[src/rtl/ervp_product_accumulator_if.sv]
// Handshake bundle for ervp_product_accumulator: product input stream and result output.
// Ports: in_valid/in_ready/in_product/in_last (product side),
//        out_valid/out_ready/out_result/out_count/out_ovf (result side).
interface ervp_product_accumulator_if #(
  parameter int BW_PRODUCT = 64,
  parameter int BW_RESULT  = 32,
  parameter int BW_COUNT   = 16
);
  logic                  in_valid;
  logic                  in_ready;
  logic [BW_PRODUCT-1:0] in_product;
  logic                  in_last;
  logic                  out_valid;
  logic                  out_ready;
  logic [BW_RESULT-1:0]  out_result;
  logic [BW_COUNT-1:0]   out_count;
  logic                  out_ovf;

  // master: the environment that feeds products and drains results
  modport master (
    output in_valid, in_product, in_last, out_ready,
    input  in_ready, out_valid, out_result, out_count, out_ovf
  );

  // slave: the accumulator itself
  modport slave (
    input  in_valid, in_product, in_last, out_ready,
    output in_ready, out_valid, out_result, out_count, out_ovf
  );
endinterface

[src/rtl/ervp_product_accumulator.sv]
// Sums a frame of signed products into a BW_ACC-bit accumulator and presents the
// scaled, narrowed sum with term count and overflow flag on a valid/ready output.
// Latency: result valid 1 cycle after the in_last beat is accepted.
// Backpressure: in_ready low while a result is held (OUTPUT) or clear is high.
// Ports: clk, rstnn (async active-low), clear (sync abort), bus (slave modport).
// Option: ERVP_PRODUCT_ACC_SATURATE_EN clamps the result instead of truncating it.
module ervp_product_accumulator #(
  parameter int BW_PRODUCT   = 64,
  parameter int BW_ACC       = 72,
  parameter int BW_RESULT    = 32,
  parameter int RESULT_SHIFT = 0,
  parameter int BW_COUNT     = 16
) (
  input  logic                         clk,
  input  logic                         rstnn,
  input  logic                         clear,
  ervp_product_accumulator_if.slave    bus
);

  typedef enum logic [1:0] {IDLE, ACCUM, OUTPUT} state_t;

  state_t               state, state_next;
  logic [BW_ACC-1:0]    acc, acc_next;
  logic [BW_COUNT-1:0]  count, count_next;
  logic                 ovf, ovf_next;
  logic [BW_RESULT-1:0] result_q, result_next;
  logic [BW_COUNT-1:0]  count_q;
  logic                 ovf_q;
  logic                 load_out;
  logic                 accept;
  logic [BW_ACC-1:0]    prod_ext;
  logic [BW_ACC-1:0]    sum;
  logic                 add_ovf;
`ifdef ERVP_PRODUCT_ACC_SATURATE_EN
  // sign the true (unwrapped) sum had at the most recent wrap; sets clamp direction
  logic                 ovf_sign, ovf_sign_next;
  logic signed [BW_ACC-1:0] scaled;
  localparam logic [BW_RESULT-1:0] RES_MAX = {1'b0, {(BW_RESULT-1){1'b1}}};
  localparam logic [BW_RESULT-1:0] RES_MIN = {1'b1, {(BW_RESULT-1){1'b0}}};
`endif

  assign bus.in_ready   = (state != OUTPUT) && !clear;
  assign accept         = bus.in_valid && bus.in_ready;
  assign prod_ext       = {{(BW_ACC-BW_PRODUCT){bus.in_product[BW_PRODUCT-1]}}, bus.in_product};
  assign sum            = acc + prod_ext;
  // wrap: both operands share a sign that the sum does not
  assign add_ovf        = (acc[BW_ACC-1] == prod_ext[BW_ACC-1]) && (sum[BW_ACC-1] != acc[BW_ACC-1]);
  assign bus.out_valid  = (state == OUTPUT);
  assign bus.out_result = result_q;
  assign bus.out_count  = count_q;
  assign bus.out_ovf    = ovf_q;

  always_comb begin
    state_next = state;
    acc_next   = acc;
    count_next = count;
    ovf_next   = ovf;
    load_out   = 1'b0;
`ifdef ERVP_PRODUCT_ACC_SATURATE_EN
    ovf_sign_next = ovf_sign;
`endif
    if (clear) begin
      state_next = IDLE;
      acc_next   = '0;
      count_next = '0;
    end else begin
      case (state)
        IDLE: begin
          if (accept) begin
            acc_next   = prod_ext;
            count_next = BW_COUNT'(1);
            ovf_next   = 1'b0;
`ifdef ERVP_PRODUCT_ACC_SATURATE_EN
            ovf_sign_next = 1'b0;
`endif
            state_next = bus.in_last ? OUTPUT : ACCUM;
            load_out   = bus.in_last;
          end
        end
        ACCUM: begin
          if (accept) begin
            acc_next   = sum;
            count_next = (count == '1) ? count : count + BW_COUNT'(1);
            ovf_next   = ovf | add_ovf;
`ifdef ERVP_PRODUCT_ACC_SATURATE_EN
            if (add_ovf) ovf_sign_next = prod_ext[BW_ACC-1];
`endif
            if (bus.in_last) begin
              state_next = OUTPUT;
              load_out   = 1'b1;
            end
          end
        end
        OUTPUT: begin
          if (bus.out_ready) begin
            state_next = IDLE;
            acc_next   = '0;
            count_next = '0;
          end
        end
        default: state_next = IDLE;
      endcase
    end
  end

  // Result is formed from acc_next so the final product is already included.
`ifdef ERVP_PRODUCT_ACC_SATURATE_EN
  always_comb begin
    scaled = $signed(acc_next) >>> RESULT_SHIFT;
    if (ovf_next) begin
      result_next = ovf_sign_next ? RES_MIN : RES_MAX;
    end else if (scaled[BW_ACC-1:BW_RESULT-1] != {(BW_ACC-BW_RESULT+1){scaled[BW_ACC-1]}}) begin
      result_next = scaled[BW_ACC-1] ? RES_MIN : RES_MAX;
    end else begin
      result_next = scaled[BW_RESULT-1:0];
    end
  end
`else
  always_comb begin
    result_next = BW_RESULT'($signed(acc_next) >>> RESULT_SHIFT);
  end
`endif

  always_ff @(posedge clk or negedge rstnn) begin
    if (!rstnn) begin
      state    <= IDLE;
      acc      <= '0;
      count    <= '0;
      ovf      <= 1'b0;
      result_q <= '0;
      count_q  <= '0;
      ovf_q    <= 1'b0;
`ifdef ERVP_PRODUCT_ACC_SATURATE_EN
      ovf_sign <= 1'b0;
`endif
    end else begin
      state <= state_next;
      acc   <= acc_next;
      count <= count_next;
      ovf   <= ovf_next;
`ifdef ERVP_PRODUCT_ACC_SATURATE_EN
      ovf_sign <= ovf_sign_next;
`endif
      if (load_out) begin
        result_q <= result_next;
        count_q  <= count_next;
        ovf_q    <= ovf_next;
      end
    end
  end

endmodule

[src/flat_wrapper.sv]
// flat-port wrapper written by rule: the top's interface ports become plain ports
module ervp_product_accumulator_flat 
#(
  parameter int BW_PRODUCT   = 64,
  parameter int BW_ACC       = 72,
  parameter int BW_RESULT    = 32,
  parameter int RESULT_SHIFT = 0,
  parameter int BW_COUNT     = 16
)
  (clk, rstnn, clear, bus_in_valid, bus_in_product, bus_in_last, bus_out_ready, bus_in_ready, bus_out_valid, bus_out_result, bus_out_count, bus_out_ovf);
  ervp_product_accumulator_if #(.BW_PRODUCT(BW_PRODUCT), .BW_RESULT(BW_RESULT), .BW_COUNT(BW_COUNT)) bus_i ();
  input  logic clk;
  input  logic rstnn;
  input  logic clear;
  input wire logic [$bits(bus_i.in_valid)-1:0] bus_in_valid;
  input wire logic [$bits(bus_i.in_product)-1:0] bus_in_product;
  input wire logic [$bits(bus_i.in_last)-1:0] bus_in_last;
  input wire logic [$bits(bus_i.out_ready)-1:0] bus_out_ready;
  output wire logic [$bits(bus_i.in_ready)-1:0] bus_in_ready;
  output wire logic [$bits(bus_i.out_valid)-1:0] bus_out_valid;
  output wire logic [$bits(bus_i.out_result)-1:0] bus_out_result;
  output wire logic [$bits(bus_i.out_count)-1:0] bus_out_count;
  output wire logic [$bits(bus_i.out_ovf)-1:0] bus_out_ovf;
  assign bus_i.in_valid = bus_in_valid;
  assign bus_i.in_product = bus_in_product;
  assign bus_i.in_last = bus_in_last;
  assign bus_i.out_ready = bus_out_ready;
  assign bus_in_ready = bus_i.in_ready;
  assign bus_out_valid = bus_i.out_valid;
  assign bus_out_result = bus_i.out_result;
  assign bus_out_count = bus_i.out_count;
  assign bus_out_ovf = bus_i.out_ovf;
  ervp_product_accumulator #(.BW_PRODUCT(BW_PRODUCT), .BW_ACC(BW_ACC), .BW_RESULT(BW_RESULT), .RESULT_SHIFT(RESULT_SHIFT), .BW_COUNT(BW_COUNT)) u_core (.clk(clk), .rstnn(rstnn), .clear(clear), .bus(bus_i));
endmodule
[config.mk]
export PLATFORM = sky130hd
export DESIGN_NAME = ervp_product_accumulator_flat
export DESIGN_NICKNAME = d
export VERILOG_FILES = /design/src/rtl/ervp_product_accumulator_if.sv /design/src/rtl/ervp_product_accumulator.sv /design/src/flat_wrapper.sv
export SDC_FILE = /design/constraint.sdc
export NUM_CORES = 1
export LEC_CHECK = 0
export BUFFER_PORTS_ARGS = -buffer_cell sky130_fd_sc_hd__buf_2
export CAP_MARGIN = 0
export CORE_MARGIN = 4
export CORE_UTILIZATION = 60
export CTS_CLUSTER_SIZE = 40
export DETAILED_ROUTE_END_ITERATION = 10
export PLACE_DENSITY = 0.82
export SYNTH_ARGS = -nofsm -noshare
export SYNTH_HDL_FRONTEND = slang
export SYNTH_SLANG_ARGS = --single-unit
[constraint.sdc]
create_clock -name clk -period 5.6 [get_ports clk]
set_input_delay 0.28 -clock clk [delete_from_list [all_inputs] [get_ports clk]]
set_output_delay 0.28 -clock clk [all_outputs]
set_load 0.005 [all_outputs]
==> summary by stage, run 1 <==
Synth
In the synthesized netlist the async set-or-reset flop fraction comes to 1.000. Synthesis produced a netlist with a net count of 1,411. The area fraction of the dominant cell type after synthesis is 0.3300. The leading area contributor after synthesis is dfrtp_1. The number of synthesis warnings is 0. Averaged over all synthesized cells, the footprint is 8.374 µm². The synthesized design contains 0 enable-type register cells. The fraction of the yosys area taken by sequential cells is 0.3300. In this run the cell area of the synthesized design comes to 0.01062 mm². Yosys mapped the design onto 75 distinct sky130hd cell types.

Synthesis produced 1,268 cells. For this run, the leading register cell type out of synthesis is dfrtp_1. By area the synthesized netlist is led by dfrtp_1 33%, ha_1 8.5%, a21oi_1 6.5%.

The number of synthesized register bits is 140.

Routing
The routed layout has 10,397 vias. The wire length on met3 is 2.209 mm. In the routed layout, each cell is associated on average with a via count of 6.539. In the routed design, unresolved DRC markers number 0. In the final routing, the length of wire on met1 measures 13.13 mm. After detailed routing, no signal wire sits above met4. The number of design-rule violations left by the first detailed-router iteration is 987. The detail route stage leaves a number of antenna-violating nets equal to 0. Wires add up to 30.12 mm. The met2 layer wire length in the routed design is 13.95 mm. After detailed routing, the average wire length per cell comes to 18.95 µm. Before antenna repair, the detailed router went through 6 iterations.

STA
In the finished design, the share of the clock period the worst path needs comes to 0.6412. The count of final max-slew check failures is 0. The number of hold-slack violations in the final timing report is 0.

The worst max-slew margin expressed relative to the limit is 0.2364. Between clock sinks in the finished design, the worst skew comes to 0.01337 ns. Setup violations remaining at the end of the flow were counted as 0. Setup total negative slack on the finished layout was measured at 0 ns. The final critical path time including I/O delays and setup is 3.591 ns. Setup repair after global routing left no endpoint under its margin. The slew at the pin closest to its max-slew limit is 1.145 ns. Based on the critical path, the design can be clocked at up to 0.2785 GHz.

Setup path
STA puts the critical path data required time at 5.97 ns. The signal on the critical path passes through ha_1 -> a21o_1 -> a21o_1 -> a221o_1 -> o21ai_2 -> nand2_1 -> a21oi_1 -> o21ai_0 -> xor2_1 -> nor2_1 -> a2111oi_0 -> mux2_2. The maximum fanout along the worst path is 7. The most numerous cell type found on the critical path is a21o_1. The endpoint kind of the worst setup timing path is a flip-flop. The critical path startpoint category is a flip-flop. The largest incremental delay on the critical path is 0.67 ns.

STA puts the critical path data arrival time at 3.96 ns. The cell at the slowest stage of the critical path is a2111oi_0. The setup path with the least slack is of type flip-flop to flip-flop.

Layout
The final cell area excluding filler cells is 0.01198 mm². In the final design database the tool counted 1,495 nets. At the end of the flow the core is filled with cells to 0.6928. The final instance count without filler cells is 1,590. The layout has 1,405 filler cells. The number of antenna diodes is 0. In the final layout, the share of cells above drive strength 1 is 0.1678. Compared with the post-synthesis result, the final layout area differs by 12.86%.

Placed design
The congestion estimate from routability-driven global placement came to 0.9413. The number of buffer cells added on primary ports is 120. The wire-length estimate of the detail-placed layout is 21.59 mm. The total cell area at the placement stage is 0.01134 mm². In this run, placement finished with an instance count of 1,557.

Die
The number of top-level design ports is 121. For this configuration, the core starts out at a cell density of 0.6139. The height of the chip is 141.0 µm. The total number of placement rows is 48.

The area of the core is 0.01730 mm². The die boundary width is 141.0 µm. The full die area is 0.01989 mm².

Clock network
The number of setup buffers added after CTS is 0. The clock reaches the later pin of the worst-skew pair after 0.44 ns. Counting along the longest clock path gives a buffer depth of 2. The total of hold buffers inserted after clock tree synthesis is 1. The clock tree from TritonCTS is built. The number of sinks on the clock net is 140. The tree is rooted in a clkbuf_16.

The total CTS buffers is 17. Clock-pin slew was measured on the worst setup and hold paths at 0.07 ns. The post-cts repair resize count is 0.

The clock tree synthesis step divided the H-tree into 4 levels.

Pwr
The power density of the placed cells is 271.7 mW/mm². The worst-case vdd ir drop is 0.0002315 V. The leakage dissipation is 0.005678 µW. The total power is 3256 µW.

GRT
Entering global routing, the biggest net connects 90 pins. The via count of the first global-routing pass came to 9,866. The number of antenna violations at the first check in global routing is 0.

For this run the aggregate overflow at the end of global routing stands at 0. The first-pass GRT wire length is 48.99 mm. Across every metal layer, demand over resource in global routing totals 0.3006.

Run
The max capacitance violation total is 0.

Hold path
The tightest min-delay check is of the input port to flip-flop type.

Outcome
The flow ran to the end, and the final reports show no timing, DRC or antenna violations.
-- placed cells by master (no fill, tap or decap), types with 8 or more instances in the layout --
cell type,Yosys,layout
nand2_1,153,152
dfrtp_1,140,140
a21oi_1,138,138
buf_2,7,119
nor2_1,94,92
o21ai_0,89,89
ha_1,72,72
xnor2_1,43,43
mux2_2,42,42
a21o_1,40,40
a22oi_1,35,35
inv_1,31,31
nand3_1,22,22
nand4_1,21,21
xor2_1,21,21
a31oi_1,20,20
nor3_1,18,18
o31ai_1,17,17
nor2b_1,17,17
o21bai_1,17,17
clkbuf_16,0,17
o21ai_1,15,15
a211oi_1,14,14
buf_4,0,13
and3_1,11,11
a221oi_1,10,10
a311oi_1,9,9
nand2b_1,9,9
o211ai_1,8,8
-- worst max-delay path: cells and delay by family, from the launching register on --
| kind | cells | cell delay, ns |
|---|---|---|
| xor+xnor | 1 | 0.18 |
| mux | 1 | 0.29 |
| fa+ha+maj | 1 | 0.37 |
| flops | 1 | 0.38 |
| simple gates | 2 | 0.17 |
| compound gates | 7 | 2.15 |
-- layout make-up --
cell class                      count  area (µm²)  area share
Inverter                           33       123.9     0.01034
Multi-Input combinational cell   1026        6729      0.5616
Clock buffer                       17       425.4     0.03550
Timing Repair Buffer              134       714.4     0.05962
Sequential cell                   140        3503      0.2924
Tap cell                          225       281.5     0.02349
Clock inverter                     15       205.2     0.01712
-- metrics by stage --
step / setup slack (ns) / hold slack [ns]
5_1_grt: 1.880 / 0.1149
6_report: 2.009 / 0.1058
4_1_cts: 2.040 / 0.1018
3_3_place_gp: 2.231 / 0.3984
2_1_floorplan: 2.586 / -0.01559
3_5_place_dp: 2.130 / 0.3997
-- path summary, 6_finish.rpt --
check,from,endpoint,slack [ns],depth (start not counted)
max,u_core.acc[9],u_core.bus.out_result[18],2.01,12
min,bus_in_product[59],u_core.acc[59],0.11,3
max reg2reg,u_core.acc[9],u_core.bus.out_result[18],2.01,12
min reg2reg,u_core.bus.out_count[13],u_core.bus.out_count[13],0.48,2
max in group asynchronous,rstnn,u_core.acc[61],3.90,3
min in group asynchronous,rstnn,u_core.bus.out_result[3],0.47,2
-- kinds of logic after synthesis --
kind of cell	count (synthesis)	synth area share
AO/OA/AOI/OAI	472	0.2856
XOR/XNOR	64	0.05279
adder cells (fa/ha/maj)	73	0.08673
buffers and inverters	102	0.03700
flip-flops	140	0.3300
multiplexers	49	0.05114
AND/OR/NAND/NOR	368	0.1567
-- flip-flops by register name, summed over array words and instances, names as in the netlist --
| signal | flops |
|---|---|
| u_core.bus.out_count | 16 |
| u_core.bus.out_ovf | 1 |
| u_core.ovf | 1 |
| u_core.bus.out_result | 32 |
| u_core.acc | 72 |
| u_core.count | 16 |
| u_core.state | 2 |
-- synthesized netlist by cell type, types with 15 or more instances --
cell type and count:
a21o_1 40, a21oi_1 138, a22oi_1 35, a31oi_1 20, clkbuf_1 55, dfrtp_1 140
ha_1 72, inv_1 31, mux2_2 42, nand2_1 153, nand3_1 22, nand4_1 21
nor2_1 94, nor2b_1 17, nor3_1 18, o21ai_0 89, o21ai_1 15, o21bai_1 17
o31ai_1 17, xnor2_1 43, xor2_1 21
-- layer usage --
layer  track usage  up-vias
li1              -     4858
met1        0.4063     4965
met2        0.4919      487
met3       0.04919       87
met4        0.1056        0
met5             0        -
-- where the power goes --
part / leakage, µW / total [µW] / switching, µW / internal [µW]
registers: 0.00189 / 1140 / 51.2 / 1090
logic: 0.00348 / 889 / 535 / 354
clock network: 0.000307 / 1230 / 507 / 719
total: 0.00568 / 3260 / 1090 / 2160
(Power assumes the default switching activity.)
==> inputs of run 2 (changes only) <==
==> constraint.sdc (replaced) <==
create_clock -name clk -period 3.5 [get_ports clk]
set_input_delay 0.175 -clock clk [delete_from_list [all_inputs] [get_ports clk]]
set_output_delay 0.175 -clock clk [all_outputs]
set_load 0.005 [all_outputs]
==> run 2 against run 1 <==
  * The flow now finishes with violations (hold timing)
  * Setup slack got worse by 1.8 ns
  * Clock skew grew 0.0049 ns
  * Register-to-register slack worse by 1.8 ns
  * Via count fell by 0.28%
  * Non-clock buffer count rose by 23
  * Wire length is essentially flat
  * Critical path type unchanged
  * Combinational power increased by 63%
  * Clock power grew 49%
  * Cell area increased by 1.4%
  * Clock-buffer cell count stayed put
  * Global-route usage is 0.33 points higher
  * Die area is the same
==> summary by stage, run 2 (synthesis gave the netlist of run 1 again) <==
Outcome
The flow ran to the end, but the final reports show violations. The final reports fail on hold timing.

Setup path
For this design, the slowest cell found on the critical path is dfrtp_1. Along the worst path, the maximum fanout reaches 7. The worst register-to-register path has a setup slack of 0.20 ns. The worst register-to-register path ends at u_core.bus.out_result[18]. The worst setup path is captured at a flip-flop.

By instance count, the cell type seen most on the critical path is a21o_1. The cell count of the worst reg-to-reg path is 12. The critical path buffer and inverter count is 0. In this run the critical register-to-register path is launched from u_core.acc[9]. The critical path starts at u_core.acc[9]. The worst setup path is launched from a flip-flop. The setup path with the least slack is of type flip-flop to flip-flop. The most critical setup path has its endpoint at u_core.bus.out_result[18]. The largest incremental delay on the critical path is 0.40 ns. The critical path runs through a total of 12 cells. Data arrives at the worst endpoint at 3.68 ns. At the worst endpoint, the required time is 3.88 ns.

The dominant delay contributor by cell family on the critical path is compound AO/OA/AOI/OAI gates. The critical path goes through ha_1 -> a21o_1 -> a21o_1 -> a221o_1 -> o21ai_2 -> nand2_1 -> a21oi_1 -> o21ai_0 -> xor2_1 -> nor2_1 -> a2111oi_1 -> mux2_2.

Placed design
The congestion estimate from routability-driven global placement came to 0.9973. The number of placed instances with taps included is 1,574. Timing analysis after detailed placement gives a worst setup slack of 0.1376 ns. In this run the tool buffered the top-level ports with 120 buffer cells. The placed wire-length estimate after detailed placement is 22.05 mm.

Routing
The first TritonRoute pass finished after 6 iterations. Once detail routing completed, the nets flagged for antenna violations numbered 0. In the final routed layout, each cell accounts on average for 18.66 µm. The remaining design rule violation count is 0. In the routed layout, each cell is associated on average with a via count of 6.428. The detailed router placed 10,368 vias in this run. After detailed routing, the total wire length is 30.10 mm. The detailed router finished its first iteration with 890 violations.

STA
Setup repair after global routing left no endpoint under its margin. The slew at the pin closest to its max-slew limit is 1.091 ns. The total setup violations reported at the end of the flow is 0. The maximum clock skew at final layout is 0.01827 ns.

In the finished design, the share of the clock period the worst path needs comes to 0.9426. The count of final max-slew check failures is 0. For this run, the top clock speed supported by timing is 0.3031 GHz. The worst hold slack after final layout is -0.006464 ns. The routed design could run at a clock period as short as 3.299 ns. Summed over all failing endpoints, the final setup total negative slack is 0 ns. In this run the tightest slew margin relative to its limit is 0.2698. The worst-case setup margin in the final layout is 0.2009 ns.

The number of hold-slack violations in the final timing report is 3.

Die
The area of the core is 0.01730 mm². The die is 141.0 µm wide. The initial utilization of the core area, before any placement, comes to 0.6139. The height of the chip is 141.0 µm. The full die area is 0.01989 mm². The total number of placement rows is 48.

The number of top-level design ports is 121.

Clock network
The clock reaches the later pin of the worst-skew pair after 0.44 ns. The number of setup buffers added after CTS is 0. The root buffer selected by CTS is clkbuf_16. Buffers inserted during clock tree synthesis total 17. The H-tree was split into 4 levels. The number of sinks on the clock net is 140. Clock-pin slew was measured on the worst setup and hold paths at 0.07 ns. In this run the deepest clock path goes through 2 buffers. The clock tree from TritonCTS is built.

Layout
The top register by number of flip-flops is u_core.acc. Of the cells placed in the final design, the portion with a size suffix greater than 1 is 0.1780. The top cell types in the final layout, fill and taps aside, are 152 x nand2_1, 140 x dfrtp_1, 137 x a21oi_1, 119 x buf_2, 92 x nor2_1. The number of antenna diodes is 0. The most frequent standard cell in the layout excluding fill and tap cells is nand2_1.

The multi-input gate area in the final layout is 0.006735 mm². The final instance count without filler cells is 1,613. The register cell area after layout is 0.003503 mm². The register with the most flip-flops in the layout has 72 of them. The number of fill cells is 1,385. The final core utilization is 0.7023.

The net total in the final layout is 1,518. Relative to the synthesized area, the layout overhead comes to 14.40%.

GRT
The via count of the first global-routing pass is 9,948. For this run, global-route usage on met2 was measured as 0.4919. Entering global routing, the biggest net connects 88 pins. In this run the most used layer during global routing was met2. The global routing usage on met1 is 0.4232.

The total track usage is 0.3039. The number of antenna violations at the first check in global routing is 0. The global routing met3 resource utilization is 0.04410. The first global-routing pass estimated 49.74 mm of wire. The overflow left after global routing is 0.

Pwr
The power density of the placed cells is 420.3 mW/mm². VDD sags by at most 0.0003472 V. The share of total power dissipated in sequential elements is 0.357. The leakage dissipation is 0.005768 µW. The clock network power share is 0.359. The cell-internal power is 3292 µW. Of the total power, the share spent switching nets is 0.3551. The net switching component of the power is 1813 µW. Of the total power, combinational logic draws 0.284.

Run
The tool flagged a number of max-cap violations equal to 0.

Hold path
The startpoint identified for the worst hold timing path is bus_in_product[52]. The worst hold path class is input port to flip-flop.
## run 2: changes by cell type in the layout (fill, tap and decap cells not counted)
cell / delta
a21oi_1: -1
a21oi_2: +1
buf_4: +17
inv_6: +1
clkinv_4: -1
bufinv_16: -3
a2111oi_1: +2
clkinv_2: -1
a2111oi_0: -2
dlygate4sd3_1: +6
clkinv_8: +4
## run 2: repair_timing
action / CTS / global route
resized for setup: 0 / 3
hold buffers: 7 / 0
setup endpoints to repair: 0 / 4
endpoints found under the hold margin: 91 / 0
## run 2: power groups by stage
stage	combinational, µW	sequential, µW	clock (µW)
after detailed placement	1410	1850	0
after global placement	1390	1840	0
after global routing	1600	1840	1920
after floorplan	977	1840	0
after CTS	1430	1820	1850
final	1450	1820	1830
## run 2: worst min-delay path, cell delays in order
cell	delay, ns
buf_2	0.09
a22oi_1	0.07
o21ai_0	0.06
## run 2: area by class of cell
| type | count | share of cell area |
|---|---|---|
| Sequential cell | 140 | 0.2884 |
| Timing Repair Buffer | 157 | 0.07427 |
| Clock inverter | 15 | 0.01442 |
| Inverter | 33 | 0.01020 |
| Multi-Input combinational cell | 1026 | 0.5545 |
| Clock buffer | 17 | 0.03502 |
| Tap cell | 225 | 0.02318 |
## run 2: how the worst min path moves through the flow
stage | endpoint | cells past startpoint
global placement | u_core.bus.out_result[7] | 1
finish | u_core.acc[52] | 3
floorplan | u_core.acc[0] | 0
detailed placement | u_core.bus.out_result[7] | 1
global route | u_core.acc[45] | 3
CTS | u_core.acc[39] | 3
## run 2: metal layers
layer / vias up / part of all wire
met5: - / 0
met4: 0 / 0.025
met3: 61 / 0.075
met2: 477 / 0.46
met1: 4919 / 0.44
li1: 4911 / -
## run 2: through the flow
step | total power (µW) | instance area (µm²) | hold WS (ns)
finish | 5105 | 12150 | -0.006464
floorplan | 2817 | 10620 | -0.1206
CTS | 5095 | 12140 | 0.0005829
global route | 5361 | 12150 | 0.01287
global placement | 3234 | 11470 | 0.3086
detailed placement | 3259 | 11470 | 0.3212
